===== src/rtl/microondas_pkg.sv =====
// ---------------------------------------------------------------------------
// microondas_pkg
//
// Shared definitions for the microwave front-end controller.
//   - Keypad codes that carry a command (digits are 0x0..0x9, the rest of
//     the code space above CLEAR is consumed without effect).
//   - The loader state encoding. ST_QLOAD is only reachable when the
//     quick-start feature is compiled into timer_loader.
//   - The digits that quick start loads into the timer (0:30).
// ---------------------------------------------------------------------------
package microondas_pkg;

    localparam logic [3:0] KEY_START = 4'hA;
    localparam logic [3:0] KEY_STOP  = 4'hB;
    localparam logic [3:0] KEY_CLEAR = 4'hC;

    // Highest digit code and highest legal seconds-tens digit.
    localparam logic [3:0] MAX_DIGIT    = 4'd9;
    localparam logic [3:0] MAX_SEC_TENS = 4'd5;

    // Quick start loads minutes, seconds-tens, seconds-units in this order.
    localparam logic [3:0] QS_DIGIT_MIN   = 4'd0;
    localparam logic [3:0] QS_DIGIT_TENS  = 4'd3;
    localparam logic [3:0] QS_DIGIT_UNITS = 4'd0;

    typedef enum logic [2:0] {
        ST_IDLE,
        ST_ENTRY,
        ST_RUN,
        ST_PAUSE,
        ST_DONE,
        ST_QLOAD
    } loader_state_t;

    // A key code is a digit when it falls in 0..9.
    function automatic logic is_digit(input logic [3:0] code);
        return code <= MAX_DIGIT;
    endfunction

endpackage


===== src/rtl/tick_prescaler.sv =====
// ---------------------------------------------------------------------------
// tick_prescaler
//
// Divides clk down to a one-cycle tick every TICK_DIV counted cycles.
// The counter only advances while run is high, so dropping run freezes it
// at its current value and raising run again continues from there.
//
// Ports
//   clk        : clock, rising edge
//   clr        : asynchronous active-high reset
//   run        : advance the counter this cycle
//   sync_reset : restart the count from zero (wins over run)
//   tick       : registered one-cycle pulse when the count wraps
// ---------------------------------------------------------------------------
module tick_prescaler #(
    parameter int TICK_DIV = 50_000_000
) (
    input  logic clk,
    input  logic clr,
    input  logic run,
    input  logic sync_reset,
    output logic tick
);

    localparam int CNT_W = $clog2(TICK_DIV);
    localparam logic [CNT_W-1:0] LAST_COUNT = CNT_W'(TICK_DIV - 1);

    logic [CNT_W-1:0] count;

    // The count starts at zero on entry and takes TICK_DIV running edges to
    // wrap, so the first tick appears TICK_DIV cycles after a sync_reset.
    // The tick is registered here so the parent can drive it straight out.
    always_ff @(posedge clk or posedge clr) begin
        if (clr) begin
            count <= '0;
            tick  <= 1'b0;
        end else begin
            tick <= 1'b0;
            if (sync_reset) begin
                count <= '0;
            end else if (run) begin
                if (count == LAST_COUNT) begin
                    count <= '0;
                    tick  <= 1'b1;
                end else begin
                    count <= count + CNT_W'(1);
                end
            end
        end
    end

endmodule


===== src/rtl/timer_loader.sv =====
// ---------------------------------------------------------------------------
// timer_loader
//
// Keypad-side controller for the microwave BCD countdown timer. Takes key
// events over a valid/ready handshake, shifts digits into the timer through
// its data/loadn port, keeps a shadow of the three loaded digits, produces
// the count-down tick, and sequences start / pause / cancel / door interlock
// and completion.
//
// Optional feature: define TIMER_LOADER_QUICK_START_EN to make START in IDLE
// load 0:30 through the QLOAD state and start cooking. Without it, START in
// IDLE is consumed and ignored.
//
// Ports
//   clk         : clock, rising edge
//   clr         : asynchronous active-high reset
//   key_valid   : key event present
//   key_code    : 0..9 digit, A start, B stop, C clear, D..F ignored
//   key_ready   : a key is accepted this cycle when key_valid is also high
//   door_open   : door interlock level
//   timer_zero  : zero flag from the countdown timer
//   data        : digit presented on the timer load port
//   loadn       : active-low one-cycle load strobe
//   timer_clrn  : active-low one-cycle clear strobe
//   en          : one-cycle count-down tick
//   running     : high while cooking
//   done        : high once the countdown finished, until a key is pressed
//   error       : invalid time rejected; cleared by the next accepted key
//   digit_count : digits entered, saturating at 3
// ---------------------------------------------------------------------------
module timer_loader
    import microondas_pkg::*;
#(
    parameter int TICK_DIV = 50_000_000
) (
    input  logic       clk,
    input  logic       clr,
    input  logic       key_valid,
    input  logic [3:0] key_code,
    output logic       key_ready,
    input  logic       door_open,
    input  logic       timer_zero,
    output logic [3:0] data,
    output logic       loadn,
    output logic       timer_clrn,
    output logic       en,
    output logic       running,
    output logic       done,
    output logic       error,
    output logic [1:0] digit_count
);

    loader_state_t state;

    logic [3:0] shadow_min;
    logic [3:0] shadow_tens;
    logic [3:0] shadow_units;
    logic       door_q;

    logic key_fire;
    logic key_is_digit;
    logic door_rise;
    logic start_bad;
    logic start_blank;
    logic stay_run;
    logic pre_sync_reset;

`ifdef TIMER_LOADER_QUICK_START_EN
    // Which quick-start digit goes out next while in QLOAD.
    logic [1:0] qload_idx;
`endif

    // Decode of the current cycle's events. stay_run is what keeps the
    // prescaler advancing: it drops in the very cycle we decide to leave RUN,
    // so neither a pause nor completion can let one more tick slip out, and
    // a pause leaves the count frozen where it was.
    always_comb begin
        key_fire     = key_valid && key_ready;
        key_is_digit = is_digit(key_code);
        door_rise    = door_open && !door_q;
        start_bad    = shadow_tens > MAX_SEC_TENS;
        start_blank  = (shadow_min == 4'd0) && (shadow_tens == 4'd0) &&
                       (shadow_units == 4'd0);
        stay_run     = (state == ST_RUN) && !timer_zero && !door_rise &&
                       !(key_fire && (key_code == KEY_STOP));

        pre_sync_reset = (state == ST_ENTRY) && key_fire &&
                         (key_code == KEY_START) && !start_bad && !start_blank;
`ifdef TIMER_LOADER_QUICK_START_EN
        if ((state == ST_QLOAD) && (qload_idx == 2'd2)) begin
            pre_sync_reset = 1'b1;
        end
`endif
    end

    tick_prescaler #(
        .TICK_DIV   (TICK_DIV)
    ) u_prescaler (
        .clk        (clk),
        .clr        (clr),
        .run        (stay_run),
        .sync_reset (pre_sync_reset),
        .tick       (en)
    );

    // Main controller. Every output is a register. The strobes and key_ready
    // default back to their idle levels each cycle, so any strobe is exactly
    // one cycle wide and key_ready is low only while a strobe is on the wire
    // (and throughout QLOAD). Any accepted key clears a pending error; a
    // rejected START sets it again later in the same cycle.
    always_ff @(posedge clk or posedge clr) begin
        if (clr) begin
            state        <= ST_IDLE;
            shadow_min   <= 4'd0;
            shadow_tens  <= 4'd0;
            shadow_units <= 4'd0;
            door_q       <= 1'b0;
            data         <= 4'd0;
            loadn        <= 1'b1;
            timer_clrn   <= 1'b1;
            key_ready    <= 1'b1;
            running      <= 1'b0;
            done         <= 1'b0;
            error        <= 1'b0;
            digit_count  <= 2'd0;
`ifdef TIMER_LOADER_QUICK_START_EN
            qload_idx    <= 2'd0;
`endif
        end else begin
            door_q     <= door_open;
            loadn      <= 1'b1;
            timer_clrn <= 1'b1;
            key_ready  <= 1'b1;

            if (key_fire) begin
                error <= 1'b0;
            end

            case (state)
                ST_IDLE, ST_ENTRY: begin
                    if (key_fire) begin
                        if (key_is_digit) begin
                            data         <= key_code;
                            loadn        <= 1'b0;
                            key_ready    <= 1'b0;
                            shadow_min   <= shadow_tens;
                            shadow_tens  <= shadow_units;
                            shadow_units <= key_code;
                            digit_count  <= (digit_count == 2'd3) ? 2'd3 : digit_count + 2'd1;
                            state        <= ST_ENTRY;
                        end else if ((key_code == KEY_CLEAR) ||
                                     ((key_code == KEY_STOP) && (state == ST_ENTRY))) begin
                            timer_clrn   <= 1'b0;
                            key_ready    <= 1'b0;
                            shadow_min   <= 4'd0;
                            shadow_tens  <= 4'd0;
                            shadow_units <= 4'd0;
                            digit_count  <= 2'd0;
                            state        <= ST_IDLE;
                        end else if (key_code == KEY_START) begin
                            if (state == ST_ENTRY) begin
                                if (start_bad) begin
                                    error <= 1'b1;
                                end else if (!start_blank) begin
                                    running <= 1'b1;
                                    state   <= ST_RUN;
                                end
                            end
`ifdef TIMER_LOADER_QUICK_START_EN
                            else begin
                                data         <= QS_DIGIT_MIN;
                                loadn        <= 1'b0;
                                key_ready    <= 1'b0;
                                shadow_min   <= shadow_tens;
                                shadow_tens  <= shadow_units;
                                shadow_units <= QS_DIGIT_MIN;
                                digit_count  <= (digit_count == 2'd3) ? 2'd3 : digit_count + 2'd1;
                                qload_idx    <= 2'd1;
                                state        <= ST_QLOAD;
                            end
`endif
                        end
                    end
                end

                ST_RUN: begin
                    if (timer_zero) begin
                        running <= 1'b0;
                        done    <= 1'b1;
                        state   <= ST_DONE;
                    end else if (door_rise || (key_fire && (key_code == KEY_STOP))) begin
                        running <= 1'b0;
                        state   <= ST_PAUSE;
                    end
                end

                ST_PAUSE: begin
                    if (key_fire) begin
                        if (key_code == KEY_START) begin
                            if (!door_open) begin
                                running <= 1'b1;
                                state   <= ST_RUN;
                            end
                        end else if ((key_code == KEY_STOP) || (key_code == KEY_CLEAR)) begin
                            timer_clrn   <= 1'b0;
                            key_ready    <= 1'b0;
                            shadow_min   <= 4'd0;
                            shadow_tens  <= 4'd0;
                            shadow_units <= 4'd0;
                            digit_count  <= 2'd0;
                            state        <= ST_IDLE;
                        end
                    end
                end

                ST_DONE: begin
                    if (key_fire) begin
                        timer_clrn   <= 1'b0;
                        key_ready    <= 1'b0;
                        done         <= 1'b0;
                        shadow_min   <= 4'd0;
                        shadow_tens  <= 4'd0;
                        shadow_units <= 4'd0;
                        digit_count  <= 2'd0;
                        state        <= ST_IDLE;
                    end
                end

`ifdef TIMER_LOADER_QUICK_START_EN
                // The remaining two quick-start digits go out on back-to-back
                // cycles; the last one coincides with entering RUN, and
                // key_ready stays low until that strobe has finished.
                ST_QLOAD: begin
                    key_ready    <= 1'b0;
                    loadn        <= 1'b0;
                    shadow_min   <= shadow_tens;
                    shadow_tens  <= shadow_units;
                    digit_count  <= (digit_count == 2'd3) ? 2'd3 : digit_count + 2'd1;
                    if (qload_idx == 2'd1) begin
                        data         <= QS_DIGIT_TENS;
                        shadow_units <= QS_DIGIT_TENS;
                        qload_idx    <= 2'd2;
                    end else begin
                        data         <= QS_DIGIT_UNITS;
                        shadow_units <= QS_DIGIT_UNITS;
                        qload_idx    <= 2'd0;
                        running      <= 1'b1;
                        state        <= ST_RUN;
                    end
                end
`endif

                default: begin
                    state <= ST_IDLE;
                end
            endcase
        end
    end

endmodule


===== config.mk =====
export PLATFORM = sky130hd
export DESIGN_NAME = timer_loader
export DESIGN_NICKNAME = d
export VERILOG_FILES = /design/src/rtl/microondas_pkg.sv /design/src/rtl/tick_prescaler.sv /design/src/rtl/timer_loader.sv
export SDC_FILE = /design/constraint.sdc
export NUM_CORES = 1
export LEC_CHECK = 0
export CAP_MARGIN = 5
export CELL_PAD_IN_SITES_DETAIL_PLACEMENT = 2
export CELL_PAD_IN_SITES_GLOBAL_PLACEMENT = 2
export CORE_ASPECT_RATIO = 2
export CORE_MARGIN = 2
export CORE_UTILIZATION = 40
export CTS_CLUSTER_DIAMETER = 100
export DETAILED_ROUTE_END_ITERATION = 12
export PLACE_DENSITY_LB_ADDON = 0.1
export SYNTH_ARGS = -nofsm -noshare
export SYNTH_HDL_FRONTEND = slang
export SYNTH_SLANG_ARGS = --single-unit

===== constraint.sdc =====
create_clock -name clk -period 3.8 [get_ports clk]
set_clock_uncertainty 0.15 [all_clocks]
set_input_delay 0.95 -clock clk [delete_from_list [all_inputs] [get_ports clk]]
set_output_delay 0.95 -clock clk [all_outputs]
set_load 0.01 [all_outputs]

==> results of run 1 <==
==> sequential cells by signal, indices dropped and copies added, names as in the netlist, named ones only <==
name / cells
door_q: 1
key_ready: 1
data: 4
shadow_tens: 4
digit_count: 2
timer_clrn: 1
state: 3
u_prescaler.tick: 1
done: 1
running: 1
loadn: 1
u_prescaler.count: 26
shadow_units: 4
shadow_min: 4
==> metal layers <==
metal / wire, um / GRT usage, %
met1: 4120 / 30.6
met4: 178 / 8.70
met3: 181 / 2.63
met5: 0 / 0
met2: 5120 / 43.6
==> cells in the mapped netlist, drive strengths merged, types with 4 or more instances <==
cell | number | area (um^2)
nor2b | 6 | 37.5
nand4 | 11 | 68.8
a21oi | 34 | 170
nand2b | 7 | 51.3
nor4 | 9 | 56.3
a31oi | 5 | 31.3
a22o | 14 | 123
nor3 | 5 | 25.0
or4 | 15 | 113
buf | 11 | 66.3
inv | 7 | 26.3
or3 | 10 | 63.8
o31ai | 8 | 60.1
nor2 | 16 | 60.1
dfrtp | 52 | 1300
o21ai | 16 | 91.3
nand3 | 11 | 55.1
clkbuf | 8 | 31.3
nand2 | 26 | 100
mux2 | 4 | 45.0
and2 | 4 | 25.0
==> worst min-delay path by stage <==
stage,startpoint,end,cells after the start
floorplan,shadow_min[0],shadow_min[0],1
global placement,shadow_min[2],shadow_min[2],1
detailed placement,shadow_min[3],shadow_min[3],1
CTS,shadow_min[1],shadow_min[1],1
global route,shadow_min[0],shadow_min[0],1
finish,shadow_min[1],shadow_min[1],1
==> worst reg2reg max path, delay by kind of cell, from the launching register on <==
family | cells | cell delay [ps]
AOI/OAI and AO/OA | 1 | 150
DFF | 1 | 750
and+or+nand+nor | 4 | 1630
==> per-stage QoR <==
stage	utilization, %	instance area [um^2]	setup slack, ps	hold slack, ps
6_report	47.4	3550	477	358
5_1_grt	47.4	3550	308	387
4_1_cts	47.4	3550	538	363
3_5_place_dp	44.9	3360	292	339
3_3_place_gp	44.9	3360	414	337
2_1_floorplan	-	3060	1030	316
==> cell type report <==
type | instances | area (um^2)
clock buffers | 6 | 129
clock inverters | 2 | 60.1
fillers | 802 | 3940
inverters | 7 | 26.3
multi-input cells | 243 | 1560
flip-flops and latches | 55 | 1380
well taps | 94 | 118
repair buffers | 30 | 278
==> power groups by stage <==
stage	logic [W]	registers, W	clock network [W]
after floorplan	0.000386	0.000817	0
after global placement	0.000550	0.000861	0
after detailed placement	0.000586	0.000873	0
after CTS	0.000595	0.000861	0.000607
after global routing	0.000649	0.000884	0.000617
final	0.000588	0.000860	0.000599
==> logic make-up (layout without fill, tap and decap cells) <==
family / Yosys count / count (layout) / synth area share, %
multiplexers: 4 / 4 / 1.47
flip-flops: 55 / 55 / 45.1
buffers and inverters: 26 / 45 / 4.05
AND/OR/NAND/NOR: 139 / 139 / 27.0
adder cells (fa/ha/maj): 1 / 1 / 0.409
AO/OA/AOI/OAI: 99 / 99 / 21.9
==> run summary, run 1 <==
outcome - finished clean
Slowest-stage cell, CP - a22oi_2
starting density of the core - 40.8%
sequential cell fraction of total power - 42.0%
clock group share of total power - 29.2%
DR DRC count - 0
Critical Path End - u_prescaler.count[13]
non-filler instance count after layout - 437
CP startpoint - key_code[3]
crit-path max cell delay - 590 ps
hpwl dp - 6880 um
crit-path max FO - 18
r2r startpoint - state[1]
Seq cells post-synth - 55
routed via count - 2769
# nets final - 352
Clock transition at path regs - 70 ps
antenna violations before repair - 0
Logic pwr share - 28.7%
Design Power - 0.00205 W
WL per Instance - 22.0 um
critical path's top delay family - compound AO/OA/AOI/OAI gates
CP Buf/Inv Count - 2
Max IR drop VDD - 0.000282 V
Slew @ Worst Pin - 873 ps
WL final - 9600 um
Tot GR Track Use - 24.8%
count of final max-slew check failures - 0
Worst setup SP type - input pin
largest net degree at the start of global routing - 56
Post-DRT Antenna Nets - 0
placer congestion estimate - 0.792
Synth warnings - 0
First-pass DRT Iterations - 4
Psw - 0.000672 W
vias in the first global route - 3018
TritonCTS Buffers - 5
CTS root buffer - clkbuf_16
Seq/Total Area, Yosys - 45.1%
num ports - 22
hold buffer count at cts - 0
critical-path cell list - clkdlybuf4s50_1, nand4b_1, or2_2, a22oi_2, buf_4, nor2_1, o21ai_0
Worst path depth - 7
CP Data Required Time - 3830 ps
placed cell count - 429
post-synth design cell area - 3060 um^2
Post-Syn Nets - 334
Post-synth ARST share - 100%
average cell area after synthesis - 9.44 um^2
Cell Pwr Density - 577 nW/um^2
Post-synth EDFFs - 0
Die Ht - 128 um
CTS tree - yes
H-tree levels - 2
most frequent cells in the layout - 52 x dfrtp_1, 34 x a21oi_1, 25 x nand2_1
die area - 8400 um^2
Row Count - 45
core area - 7490 um^2
post-synthesis cell type count - 62
Mapped Cells - 324
Iter 0 DRT Violations - 126
Post-CTS Setup Inserts - 0
Lkg Pwr - 1.39 nW
Switching Share - 32.8%
Rel. slew slack - 41.3%
number of gates resized after cts - 0
Longest Clk Path Bufs - 2
Fin Setup TNS - 0 ps
FMAX - 0.301 GHz
global route overflow - 0
Die X-Extent - 65.8 um
DR vias/cell - 6.34
Setup crit end kind - flop
crit path DAT - 3360 ps
final setup violation count - 0
Final period util - 87.4%
Crit Path Class - input pin to flop
commonest non-fill, non-tap cell in the layout - dfrtp_1
area grow syn2layout - 16.1%
Clock Latency Late Sink - 300 ps
Antenna Cells - 0
ys flop type - dfrtp_1
worst-case reg-to-reg path depth - 5
clock sink count - 55
HP Class - flop to flop
RSZ-0062 raised after global routing - no
fin crit period - 3320 ps
reg2reg end - u_prescaler.count[10]
Cell Int Power - 0.00138 W
setup slack, reg-to-reg - 1040 ps
share of cells above drive strength 1 - 11.7%
Max-Cap Viols - 0
Final Hold Viols - 0
Port Buffers - 21
first-pass GRT wire length - 16000 um
(Power assumes the default switching activity.)
==> inputs of run 2 (changes only) <==
CORE_UTILIZATION = 30   (was 40)
PLACE_DENSITY = 0.7   (was default)
PLACE_DENSITY_LB_ADDON = default   (was 0.1)
TNS_END_PERCENT = 100   (was default)
==> run summary, run 2 (synthesized netlist as in run 1, its figures left out) <==
outcome - finished clean
vias in the first global route - 3090 (+2.4%)
count of final max-slew check failures - 0 (unchanged)
CTS tree - yes
final setup violation count - 0 (unchanged)
# nets final - 355 (+0.85%)
Psw - 0.000683 W (+1.7%)
Rel. slew slack - 46.1% (+4.8 points)
worst hold start - shadow_min[0]
placer congestion estimate - 0.806 (+1.8%)
H-tree levels - 2 (unchanged)
most frequent cells in the layout - 52 x dfrtp_1, 34 x a21oi_1, 25 x nand2_1
Clock Latency Late Sink - 300 ps (about the same)
crit-path max cell delay - 580 ps (about the same)
Reg with most FFs - u_prescaler.count
Die Ht - 147 um (+15%)
HP Class - flop to flop
Port Buffers - 21 (unchanged)
Antenna Cells - 0 (unchanged)
Final Hold Viols - 0 (unchanged)
CP Buf/Inv Count - 2 (unchanged)
setup slack, reg-to-reg - 990 ps (-50 ps)
Die X-Extent - 75.4 um (+15%)
RSZ-0062 raised after global routing - no
fin util - 35.7% (-12 points)
fin crit period - 3260 ps (-67.9 ps)
crit path DAT - 3330 ps (-30 ps)
number of gates resized after cts - 0 (unchanged)
TritonCTS Buffers - 5 (unchanged)
Worst setup SP type - input pin
Crit Path Class - input pin to flop
DR vias/cell - 5.66 (-11%)
DR DRC count - 0 (unchanged)
Finished Cell Area - 3580 um^2 (+0.74%)
Setup crit end kind - flop
area grow syn2layout - 17.0%
WL final - 9800 um (+2.1%)
Tot GR Track Use - 19.5% (-5.2 points)
clock group share of total power - 24.4% (-4.8 points)
CTS root buffer - clkbuf_16
clock sink count - 55 (unchanged)
commonest non-fill, non-tap cell in the layout - dfrtp_1
FMAX - 0.307 GHz (+2.1%)
routed via count - 2723 (-1.7%)
first-pass GRT wire length - 16500 um (+3.2%)
Fin Setup TNS - 0 ps (unchanged)
Final period util - 85.7% (-1.8 points)
hpwl dp - 7610 um (+11%)
WHS Endpoint - shadow_min[0]
antenna violations before repair - 0 (unchanged)
num ports - 22 (unchanged)
Post-CTS Setup Inserts - 0 (unchanged)
sequential cell fraction of total power - 45.1% (+3.1 points)
Logic pwr share - 30.5% (+1.8 points)
r2r startpoint - u_prescaler.count[7]
First-pass DRT Iterations - 3 (-1)
Row Count - 52 (+16%)
Slew @ Worst Pin - 809 ps (-63.8 ps)
Max-Cap Viols - 0 (unchanged)
Iter 0 DRT Violations - 71 (-44%)
Post-DRT Antenna Nets - 0 (unchanged)
dpl cell area - 3440 um^2 (+2.2%)
critical path's top delay family - simple AND/OR/NAND/NOR gates
Slowest-stage cell, CP - clkdlybuf4s50_1
Longest Clk Path Bufs - 2 (unchanged)
Max IR drop VDD - 0.000239 V (-15%)
Design Power - 0.00193 W (-5.8%)
reg2reg end - u_prescaler.count[19]
hold buffer count at cts - 0 (unchanged)
core area - 10000 um^2 (+34%)
largest net degree at the start of global routing - 36 (-36%)
global route overflow - 0 (unchanged)
share of cells above drive strength 1 - 12.4% (+0.77 points)
Hold Path Stages - 1 (unchanged)
Clock transition at path regs - 70 ps (about the same)
Cell Int Power - 0.00125 W (-9.4%)
die area - 11100 um^2 (+32%)
crit-path max FO - 10 (-8)
CP Data Required Time - 3870 ps (+40 ps)
Worst Hold Slack - 358 ps (-0.791 ps)
Cell Pwr Density - 539 nW/um^2 (-6.4%)
starting density of the core - 30.5% (-10 points)
worst-case reg-to-reg path depth - 5 (unchanged)
max reg flops - 26 (unchanged)
critical-path cell list - clkdlybuf4s50_1, and4bb_2, nor4b_4, a22oi_2, buf_4, or4_1, a21oi_1
WL per Instance - 20.4 um (-7.3%)
Lkg Pwr - 1.38 nW (-0.76%)
Switching Share - 35.4% (+2.6 points)
## run 2: cell count changes in the layout (fill, tap and decap cells not counted), sizes merged
cell | previous run | this run
clkinvlp | 0 | 1
bufinv | 2 | 0
clkinv | 0 | 1
buf | 9 | 12
## run 2: stage by stage
step	setup slack [ps]	instances
2_1_floorplan	1030	324
3_3_place_gp	318	473
3_5_place_dp	202	473
4_1_cts	526	481
5_1_grt	380	481
6_report	545	481
## run 2: per-layer routing
metal	track usage, %	vias to the layer above	part of all wire [%]
li1	-	1279	-
met1	19.8	1393	35
met2	37.2	34	60
met3	2.47	17	1.5
met4	8.60	0	3.7
met5	0	-	0
## run 2: power groups by stage
stage                     clock (W)  sequential [W]  combinational, W
after floorplan                   0        0.000817          0.000386
after global placement            0        0.000876          0.000573
after detailed placement          0        0.000881          0.000599
after CTS                  0.000485        0.000871          0.000601
after global routing       0.000511        0.000894          0.000651
final                      0.000470        0.000870          0.000589
## run 2: final cells by class
class / instances / area [um^2]
Fill cell: 1154 / 6440
Multi-Input combinational cell: 243 / 1560
Sequential cell: 55 / 1380
Timing Repair Buffer: 33 / 300
Tap cell: 135 / 169
Clock buffer: 6 / 129
Inverter: 7 / 26.3
Clock inverter: 2 / 12.5
## run 2: how the worst max path moves through the flow
stage	to	depth (start not counted)	from	slack [ps]
final	u_prescaler.count[19]	7	key_code[0]	540
after CTS	u_prescaler.count[19]	7	key_code[0]	530
after global routing	u_prescaler.count[19]	7	key_code[0]	380
after global placement	u_prescaler.count[22]	7	key_code[0]	320
after floorplan	u_prescaler.count[12]	7	key_code[2]	1030
after detailed placement	u_prescaler.count[19]	7	key_code[0]	200
## run 2: worst register-to-register path: cells and delay by family (launching register included)
kind,cells,cell delay (ps)
DFF,1,530
and+or+nand+nor,4,1890
AOI/OAI and AO/OA,1,170
==> inputs of run 3 (changes only) <==
CTS_CLUSTER_SIZE = 8   (was default)
==> results of run 3 <==
Same layout as run 2: the final DEF is identical, and so are final timing and power.
